**src/rtl/sync_fifo.sv**
```systemverilog
// Single-clock show-ahead FIFO; push/pop take effect on the next edge, and the head is visible with 0-cycle fall-through.
// Pushes while full and pops while empty are dropped. Define SYNC_FIFO_CLR_MEM_EN to zero storage on reset.
module sync_fifo #(
   parameter int DATA_W = 8,
   parameter int DEPTH  = 16
) (
   input  logic              clk,
   input  logic              rst,
   input  logic              wr_en,
   input  logic [DATA_W-1:0] wr_data,
   output logic              wr_full,
   input  logic              rd_en,
   output logic [DATA_W-1:0] rd_data,
   output logic              rd_empty
);

   localparam int AW = $clog2(DEPTH);
   localparam logic [AW:0] FULL_CNT = (AW+1)'(DEPTH);

   logic [DATA_W-1:0] mem_q [DEPTH];
   logic [AW-1:0]     wr_ptr_q, wr_ptr_d;
   logic [AW-1:0]     rd_ptr_q, rd_ptr_d;
   logic [AW:0]       count_q, count_d;
   logic              push, pop;

   // Acceptance is gated by the registered flags, so a push at full is lost even when a pop frees a slot.
   assign wr_full  = (count_q == FULL_CNT);
   assign rd_empty = (count_q == '0);
   assign push     = wr_en && !wr_full;
   assign pop      = rd_en && !rd_empty;
   assign rd_data  = mem_q[rd_ptr_q];

   always_comb begin
      wr_ptr_d = wr_ptr_q;
      rd_ptr_d = rd_ptr_q;
      count_d  = count_q;
      if (push) wr_ptr_d = wr_ptr_q + 1'b1;
      if (pop)  rd_ptr_d = rd_ptr_q + 1'b1;
      if (push && !pop)      count_d = count_q + 1'b1;
      else if (pop && !push) count_d = count_q - 1'b1;
   end

   always_ff @(posedge clk or posedge rst) begin
      if (rst) begin
         wr_ptr_q <= '0;
         rd_ptr_q <= '0;
         count_q  <= '0;
      end else begin
         wr_ptr_q <= wr_ptr_d;
         rd_ptr_q <= rd_ptr_d;
         count_q  <= count_d;
      end
   end

`ifdef SYNC_FIFO_CLR_MEM_EN
   always_ff @(posedge clk or posedge rst) begin
      if (rst) begin
         for (int i = 0; i < DEPTH; i++) mem_q[i] <= '0;
      end else if (push) begin
         mem_q[wr_ptr_q] <= wr_data;
      end
   end
`else
   // No reset on storage so it can map onto RAM.
   always_ff @(posedge clk) begin
      if (push) mem_q[wr_ptr_q] <= wr_data;
   end
`endif

endmodule

```
**config.mk**
```make
export PLATFORM = sky130hd
export DESIGN_NAME = sync_fifo
export DESIGN_NICKNAME = d
export VERILOG_FILES = /design/src/rtl/sync_fifo.sv
export SDC_FILE = /design/constraint.sdc
export NUM_CORES = 1
export LEC_CHECK = 0
export CORE_ASPECT_RATIO = 0.5
export CORE_MARGIN = 8
export CORE_UTILIZATION = 35
export DETAILED_ROUTE_END_ITERATION = 16
export GPL_TIMING_DRIVEN = 0
export PLACE_DENSITY = 0.52
export SYNTH_ARGS = -nofsm -noshare
export SYNTH_HDL_FRONTEND = slang
export SYNTH_SLANG_ARGS = --single-unit
```
**constraint.sdc**
```tcl
create_clock -name clk -period 5.7 [get_ports clk]
set_input_delay 1.71 -clock clk [delete_from_list [all_inputs] [get_ports clk]]
set_output_delay 1.71 -clock clk [all_outputs]
set_load 0.005 [all_outputs]
```
# == Yosys cells after proc, flatten, opt, wreduce, memory -nomap -nowiden ==
# Memories as Yosys holds them, arrays and structs flattened.
# Cells that the tools add are included.
# Widths: inputs -> output; s select.
# totals
output_inout_bits,10
ramBits,128
mem_count,1
elab_cells,23
ff_bits,13
in_bits,12
# classes
n_mux,4
add_sub_neg,4
n_reduce_logical,10
eq_ne,1
# mem_list
memory,depth,width,read_ports,rd_ports_with_merged_regs,write_ports,line,text
mem_q,16,8,1,0,1,20,logic [DATA_W-1:0] mem_q [DEPTH];
# op_table
cell,n
$mux 5,2
$add 4x1->4 const B,2
$add 5x1->5 const B,1
$eq 5x5->1 const B,1
$logic_not 5->1,1
$sub 5x1->5 const B,1
$logic_and 1x1->1,4
$logic_not 1->1,4
$mux 1,2
$reduce_bool 2->1,1

# == Logic depth before layout (Yosys ltp) ==
# Gate-level depths: netlist (run 1).
# logic_depth
depth_word,7
depth_mapped,10

# == Least setup slack after synthesis (run 1) ==
# No wires, ideal clock.
# synth_path
path_type,input to register
startpoint,in wr_en
endpoint,reg count_q[4]
t_required_ns,5.620
setup_slack_ns,2.236
arrival_time_ns,3.384
cell_stages,8
n_path_buf,0
path_cell_list,a21boi_2 -> ha_1 -> inv_1 -> fa_1 -> a21o_1 -> a21oi_1 -> mux2i_1 -> xnor2_1
# synth_between
elab_chain_cells,4
elab_cells_between_ends,6
cone_classes,1 x mux; 5 x reduce/logical
# synth_lines
item,line,text
start: declaration,9,"input logic wr_en,"
$logic_and 1x1->1 (*),29,assign push = wr_en && !wr_full;
$logic_not 1->1,40,else if (pop && !push) count_d = count_q - 1'b1;
$logic_and 1x1->1,40,
$reduce_bool 2->1 (no line),n/a,
end signal: assignment,51,count_q <= count_d;
end: declaration,23,"logic [AW:0] count_q, count_d;"
# Every way passes the cells marked *; elsewhere a longest branch is shown, timed or not.
# A chain may end at the register's enable or synchronous reset.

# == Worst setup path after layout (run 1) ==
# layout_path
startpoint,reg rd_ptr_q[3]
endpoint,out rd_data[3]
# layout_between
elab_chain_cells,1
# layout_lines
item,line,text
start: declaration,22,"logic [AW-1:0] rd_ptr_q, rd_ptr_d;"
start signal: assignment,50,rd_ptr_q <= rd_ptr_d;
$mem_v2 16x8,n/a,
end: declaration,13,"output logic [DATA_W-1:0] rd_data,"
# No other way between the ends.

==> flow_summary.yaml, run 1 <==
status:
  status: "finished clean"
logic_synthesis:
  synth_seq_cells: 141
  synth.avg_cell_area_sq_um: 17.88
  ys_seq_area_frac: 0.7220
  syn_inst: 323
  synth.distinct_cells: 35
  syn_area_sq_um: 5774
  ys_warn_count: 0
  syn_nets: 345
sta:
  worstMarginPinSlew_ps: 1270
  fin_skew_ps: 6.839
  tns_ps: 0
  rsz0062_at_grt: "false"
  drv_slew: 0
  max_freq_mhz: 221.4
  slew_headroom: 0.1470
  period_needed_ps: 4518
  holdWs_ps: 552.9
  hold_violations: 0
  timing.final.ws_setup_ps: 1182
  setup_violations: 0
  period_share: 0.7926
power_and_ir_drop:
  p_per_area_nw_per_um2: 535.6
  power_leakage_nw: 2.361
  peakVddDrop_v: 0.0002139
  power_mw: 3.680
global_route:
  use_met2: 0.1986
  antenna_found_initial: 0
  grt_pass1_wl_um: 19620
  grt_max_degree: 17
  grt_pass1_vias: 3177
  top_usage_layer: "met2"
  grt_usage: 0.1282
  met3_usage: 0.03720
  gr-usage-met1: 0.1703
  grt_overflow: 0
layout:
  regArea_sq_um: 4169
  final_layout_size_suffix_gt1_frac: 0.1702
  num_antenna_cells: 0
  final_cell_mix: "edfxtp_1, mux2i_1, clkdlybuf4s50_1"
  fin_cells: 603
  nNetsFinal: 385
  final_common_cell: "edfxtp_1"
  areaGrowthSynthToFinish_pct: 19.00
  nFillCells: 1444
  multi_input_area_sq_um: 1449
  post-route-util: 0.4224
  stdcell_area_sq_um: 6872
critical_path:
  crit_buf_inv: 3
  arrival_ps: 2810
  crit_type: "reg -> out"
  end_kind: "primary output"
  crit_family: "buffers and inverters"
  critPathSlowestCell: "a221oi_1"
  cp-start-kind: "register"
  worstPathRequired_ps: 3990
  slowest_delay_ps: 550
  path_cells: "clkbuf_1, inv_1, a221oi_1, o21ai_0, nand2_1, clkdlybuf4s50_1"
  crit_fanout: 10
clock_tree:
  clock-sinks: 141
  root_buffer: "clkbuf_16"
  clock_path_buffers: 2
  numCtsBuffers: 17
  postCtsSetupRepairBufs: 0
  cts_resized: 0
  cts_tree: "built"
  h-tree-depth: 4
  insertion_delay_ps: 410
  cts.hold.buffers_added: 0
  clk_pin_slew_ps: 60
placed_design:
  dp.cells: 571
  dp_slack_ps: 1338
  gp_congestion: 0.8025
  post_dp_cell_area_sq_um: 6269
  dpl.hpwl_um: 8566
  port_buffers: 21
drt:
  vias: 3020
  drt_iter0_drc: 230
  ant_nets: 0
  vias_per_cell: 5.008
  drc: 0
  first_pass_iters: 6
  wire_per_inst_um: 21.06
  detail_route.wirelength_um: 12700
floorplanning:
  start_util: 0.3549
  dieArea_sq_um: 21110
  io_pins: 22
  die_w_um: 197.6
  die_h_um: 106.8
  rows: 33
  core_sq_um: 16270
flow_run:
  cap_violations: 0
min_path:
  hold_path_class: "reg -> reg"
## synth_stat cells (all sizes together)
cell type	instances	area, sq um
a21o	2	15.01
edfxtp	128	3844
buf	15	126.4
dfrtp	13	325.3
nor4	1	6.260
nor3	4	20.02
xor2	1	8.760
nand2b	2	12.51
nand3	1	10.01
mux4	16	360.4
nor2	15	56.30
or4	1	7.510
o21ai	11	55.05
a21boi	1	11.26
nor2b	1	6.260
xnor2	9	78.83
clkbuf	2	7.510
nand4	1	6.260
a21oi	2	10.01
fa	1	20.02
inv	6	22.52
a221oi	16	152.7
and2	2	15.02
nand2	20	75.07
o21a	1	7.510
a22oi	8	60.06
mux2i	33	330.3
mux2	1	11.26
ha	9	112.6
## report_power, final
| part | switching, mW | total (mW) | internal [mW] |
|---|---|---|---|
| sequential | 0.0577 | 1.33 | 1.27 |
| clock | 0.410 | 1.13 | 0.721 |
| combinational | 0.667 | 1.22 | 0.550 |
## path summary, 6_finish.rpt
check	from	to	slack [ps]	cells past startpoint
min in group asynchronous	rst	count_q[2]	1660	2
max	rd_ptr_q[3]	rd_data[3]	1180	6
max in group asynchronous	rst	rd_ptr_q[0]	3640	2
min	count_q[2]	count_q[2]	550	2
max reg2reg	count_q[0]	count_q[4]	2650	10
min reg2reg	count_q[2]	count_q[2]	550	2
## routing by layer
metal / wire length [um] / share of wire / vias to the layer above
met5: 0 / 0 / -
met4: 198 / 0.016 / 0
met3: 754 / 0.059 / 17
met2: 6050 / 0.48 / 77
met1: 5699 / 0.45 / 1564
li1: - / - / 1362
## area by class of cell
type	count	area share
plain buffers	17	0.01948
flip-flops and latches	141	0.6067
multi-input cells	159	0.2109
repair buffers	21	0.03059
inverters	6	0.003277
well taps	227	0.04133
clock buffers	17	0.06191
clock inverters	15	0.02586
## kinds of logic after synthesis
group / count (synthesis) / share of synthesized area
simple gates: 48 / 0.03727
mux: 50 / 0.1216
flops: 141 / 0.7220
compound gates: 41 / 0.05395
fa+ha+maj: 10 / 0.02297
buf+inv: 23 / 0.02709
xor+xnor: 10 / 0.01517
## registers in the layout, indices dropped and copies added, names as in the netlist
signal,flops
rd_ptr_q,4
mem_q,128
count_q,5
wr_ptr_q,4
## worst reg2reg max path: cells and delay by family, from the launching register on
kind / cells / cell delay, ps
and+or+nand+nor: 1 / 570
AOI/OAI and AO/OA: 3 / 670
adders and majority gates: 2 / 620
muxes: 1 / 280
buffers and inverters: 2 / 250
xor gates and xnor gates: 1 / 140
DFF: 1 / 440
(Power assumes the default switching activity.)
==> run 2, diff against run 1 <==
==> constraint.sdc (replaced) <==
create_clock -name clk -period 4.3 [get_ports clk]
set_input_delay 1.29 -clock clk [delete_from_list [all_inputs] [get_ports clk]]
set_output_delay 1.29 -clock clk [all_outputs]
set_load 0.005 [all_outputs]
==> run 2 against run 1 <==
Net effect: die area is the same; final cell count is the same; global-route usage is the same; critical path type unchanged.
==> flow_summary.yaml, run 2 (synthesis gave the netlist of run 1 again) <==
status:
  status: "finished clean"
power_and_ir_drop:
  p_seq_frac: 0.362
  swShare: 0.3083
  clkPwrFrac: 0.307
  power_leakage_nw: 2.363
  comb_power_share: 0.331
  peakVddDrop_v: 0.0002837
  p_per_area_nw_per_um2: 709.7
  p_int_mw: 3.376
  p_switching_mw: 1.505
sta:
  period_share: 0.9495
  worstMarginPinSlew_ps: 1295
  drv_slew: 0
  fin_skew_ps: 6.682
  rsz0062_at_grt: "false"
  slew_headroom: 0.1297
  period_needed_ps: 4083
  tns_ps: 0
  setup_violations: 0
  max_freq_mhz: 244.9
  hold_violations: 0
  timing.final.ws_setup_ps: 217.2
layout:
  fin_cells: 603
  areaGrowthSynthToFinish_pct: 19.11
  biggestRegsByFlops: "mem_q: 128 flops, count_q: 5 flops"
  final_common_cell: "edfxtp_1"
  final_layout_size_suffix_gt1_frac: 0.1729
  num_antenna_cells: 0
  final_cell_mix: "edfxtp_1, mux2i_1, clkdlybuf4s50_1"
  nNetsFinal: 385
  largest_reg_flops: 128
  nFillCells: 1443
  largest_register: "mem_q"
clock_tree:
  insertion_delay_ps: 410
  cts_tree: "built"
  clk_pin_slew_ps: 60
  root_buffer: "clkbuf_16"
  numCtsBuffers: 17
  h-tree-depth: 4
  clock_path_buffers: 2
  postCtsSetupRepairBufs: 0
  clock-sinks: 141
drt:
  wire_per_inst_um: 21.01
  vias: 2998
  drt_iter0_drc: 241
  first_pass_iters: 4
  vias_per_cell: 4.972
  drc: 0
  ant_nets: 0
  detail_route.wirelength_um: 12670
global_route:
  antenna_found_initial: 0
  grt_overflow: 0
  grt_pass1_wl_um: 19620
  grt_pass1_vias: 3177
  grt_max_degree: 17
  grt_usage: 0.1282
critical_path:
  end_kind: "primary output"
  worstPathRequired_ps: 3010
  arrival_ps: 2790
  crit_type: "reg -> out"
  crit_fanout: 10
  cp-start-kind: "register"
floorplanning:
  rows: 33
  io_pins: 22
  core_sq_um: 16270
  start_util: 0.3549
  dieArea_sq_um: 21110
  die_w_um: 197.6
  die_h_um: 106.8
placed_design:
  dp.cells: 571
  port_buffers: 21
  gp_congestion: 0.8025
  dpl.hpwl_um: 8566
  dp_slack_ps: 358.2
flow_run:
  cap_violations: 0
min_path:
  hold_path_class: "reg -> reg"
==> run 2: cell count changes in the layout (fill, tap and decap cells not counted) <==
| cell | delta |
|---|---|
| a221oi_1 | -1 |
| a221oi_2 | +1 |
==> run 2: timing repair <==
item | CTS | global route
gates resized for setup | 0 | 1
hold buffers | 0 | 0
setup endpoints to repair | 0 | 1
==> run 2: metal layers <==
metal,part of all wire,global-route usage
met1,0.45,0.1703
met2,0.47,0.1986
met3,0.057,0.03720
met4,0.016,0.04663
met5,0,0
==> run 2: power groups by stage <==
stage	Sequential, mW	Clock, mW	Combinational (mW)
2_1_floorplan	1.77	0	1.06
3_3_place_gp	1.78	0	1.59
3_5_place_dp	1.79	0	1.62
4_1_cts	1.77	1.52	1.63
5_1_grt	1.79	1.58	1.77
6_report	1.77	1.50	1.62
==> run 2: area by class of cell <==
| cell class | count | area [sq um] | area share |
|---|---|---|---|
| Clock inverter | 15 | 177.7 | 0.02583 |
| Buffer | 17 | 133.9 | 0.01947 |
| Sequential cell | 141 | 4169 | 0.6061 |
| Clock buffer | 17 | 425.4 | 0.06185 |
| Timing Repair Buffer | 21 | 210.2 | 0.03056 |
| Multi-Input combinational cell | 159 | 1455 | 0.2116 |
| Tap cell | 227 | 284.0 | 0.04130 |
| Inverter | 6 | 22.52 | 0.003275 |
==> run 2: stage by stage <==
| step | power, mW | utilization | instance area (sq um) | hold slack, ps |
|---|---|---|---|---|
| floorplan | 2.828 | - | 5774 | 494.8 |
| global placement | 3.372 | 0.3853 | 6269 | 515.5 |
| detailed placement | 3.419 | 0.3853 | 6269 | 540.6 |
| CTS | 4.918 | 0.4224 | 6872 | 551.9 |
| global route | 5.133 | 0.4228 | 6878 | 595.2 |
| finish | 4.881 | 0.4228 | 6878 | 553.0 |
==> run 2: final timing paths <==
path	start	end	slack (ps)	cells past startpoint
min	count_q[2]	count_q[2]	550	2
min in group asynchronous	rst	count_q[2]	1250	2
min reg2reg	count_q[2]	count_q[2]	550	2
max reg2reg	count_q[0]	count_q[4]	1240	10
max	rd_ptr_q[3]	rd_data[3]	220	6
max in group asynchronous	rst	rd_ptr_q[0]	2650	2
==> run 2: critical path, cell delays in order (launching register included) <==
cell and delay [ps]:
dfrtp_1 320, clkbuf_1 450, inv_1 310, a221oi_1 540, o21ai_0 150, nand2_1 90, clkdlybuf4s50_1 500
==> run 3, diff against run 2 <==
--- a/config.mk
+++ b/config.mk
@@ -9,8 +9,10 @@
 export CORE_MARGIN = 8
 export CORE_UTILIZATION = 35
 export DETAILED_ROUTE_END_ITERATION = 16
+export DONT_BUFFER_PORTS = 1
 export GPL_TIMING_DRIVEN = 0
-export PLACE_DENSITY = 0.52
+export PLACE_DENSITY = 0.5
+export SKIP_LAST_GASP = 1
 export SYNTH_ARGS = -nofsm -noshare
 export SYNTH_HDL_FRONTEND = slang
 export SYNTH_SLANG_ARGS = --single-unit
==> run 3 against run 2 <==
Net effect: first-iteration DRC count is 46% higher; critical path depth is 1 lower; routed wire length is 0.46% higher; sequential power hardly changed; via count is 1.4% lower; critical endpoint unchanged; largest power group unchanged.
==> flow_summary.yaml, run 3 (synthesis gave the netlist of run 1 again) <==
sta:
  holdWs_ps: 567.9
  fin_skew_ps: 7.644
  hold_violations: 0
  period_needed_ps: 3744
  drv_slew: 0
  period_share: 0.8706
  slew_headroom: 0.1512
  rsz0062_at_grt: "false"
  max_freq_mhz: 267.1
  setup_violations: 0
  tns_ps: 0
  worstMarginPinSlew_ps: 1264
min_path:
  hold_path_class: "reg -> reg"
drt:
  ant_nets: 0
  drt_iter0_drc: 352
  wire_per_inst_um: 21.87
  first_pass_iters: 5
  vias_per_cell: 5.081
  vias: 2957
  drc: 0
  detail_route.wirelength_um: 12730
floorplanning:
  rows: 33
  die_w_um: 197.6
  core_sq_um: 16270
  start_util: 0.3549
  dieArea_sq_um: 21110
  die_h_um: 106.8
  io_pins: 22
layout:
  largest_register: "mem_q"
  final_cell_mix: "edfxtp_1, mux2i_1, nand2_1"
  nNetsFinal: 364
  num_antenna_cells: 0
  regArea_sq_um: 4169
  nFillCells: 1472
  final_common_cell: "edfxtp_1"
  largest_reg_flops: 128
  final_layout_size_suffix_gt1_frac: 0.1859
  biggestRegsByFlops: "mem_q: 128 flops, count_q: 5 flops"
  multi_input_area_sq_um: 1449
  areaGrowthSynthToFinish_pct: 14.58
status:
  status: "finished clean"
clock_tree:
  clk_pin_slew_ps: 60
  numCtsBuffers: 17
  cts_tree: "built"
  insertion_delay_ps: 410
  cts.hold.buffers_added: 0
  postCtsSetupRepairBufs: 0
  cts_resized: 0
  clock_path_buffers: 2
  root_buffer: "clkbuf_16"
  h-tree-depth: 4
  clock-sinks: 141
critical_path:
  arrival_ps: 2450
  worstPathRequired_ps: 3010
  end_kind: "primary output"
  crit_fanout: 10
  cp-start-kind: "register"
  crit_type: "reg -> out"
power_and_ir_drop:
  p_per_area_nw_per_um2: 691.0
  power_leakage_nw: 2.270
  peakVddDrop_v: 0.0002555
global_route:
  grt_pass1_wl_um: 19140
  antenna_found_initial: 0
  grt_pass1_vias: 3040
  grt_overflow: 0
  grt_usage: 0.1264
  grt_max_degree: 17
placed_design:
  gp_congestion: 0.7908
  dpl.hpwl_um: 8645
  port_buffers: 0
flow_run:
  cap_violations: 0
==> run 3: critical path, stage by stage (launching register included) <==
cell and delay (ps):
dfrtp_1 320, clkbuf_1 440, inv_1 330, a221oi_1 660
a22oi_1 150, nand2_1 150
==> run 3: final cells by class <==
class,instances,area share
sequential,141,0.6301
clock inverter,13,0.01891
inverter,6,0.003404
tap,227,0.04293
multi-input combinational,159,0.2190
clock buffer,19,0.06543
buffer,17,0.02023
==> run 3: power by group <==
part	switching [mW]	leakage (nW)	internal, mW
clock network	0.527	0.280	0.845
logic	0.847	0.680	0.586
registers	0.0786	1.31	1.69
==> run 3: final timing paths <==
check	slack (ps)	end	from	cells past startpoint
worst max register to register	1280	count_q[4]	count_q[0]	10
min in group asynchronous	840	count_q[3]	rst	1
worst min register to register	570	count_q[4]	count_q[4]	1
worst max-delay path	560	rd_data[3]	rd_ptr_q[3]	5
worst min-delay path	570	count_q[4]	count_q[4]	1
max in group asynchronous	3060	rd_ptr_q[2]	rst	1
==> run 3: per-layer routing <==
layer,up-vias,share of wire,global-route usage
met3,18,0.064,0.03939
li1,1324,-,-
met2,91,0.47,0.1950
met1,1524,0.44,0.1645
met4,0,0.022,0.05246
met5,-,0,0
==> run 3: metrics by stage <==
| stage | area, sq um | instances | power [mW] | util | setup WS (ps) |
|---|---|---|---|---|---|
| 2_1_floorplan | 5774 | 323 | 2.828 | - | 1256 |
| 3_3_place_gp | 6058 | 550 | 3.197 | 0.3724 | 908.1 |
| 3_5_place_dp | 6058 | 550 | 3.244 | 0.3724 | 873.4 |
| 4_1_cts | 6616 | 582 | 4.616 | 0.4067 | 550.9 |
| 5_1_grt | 6616 | 582 | 4.803 | 0.4067 | 381.2 |
| 6_report | 6616 | 582 | 4.572 | 0.4067 | 556.5 |
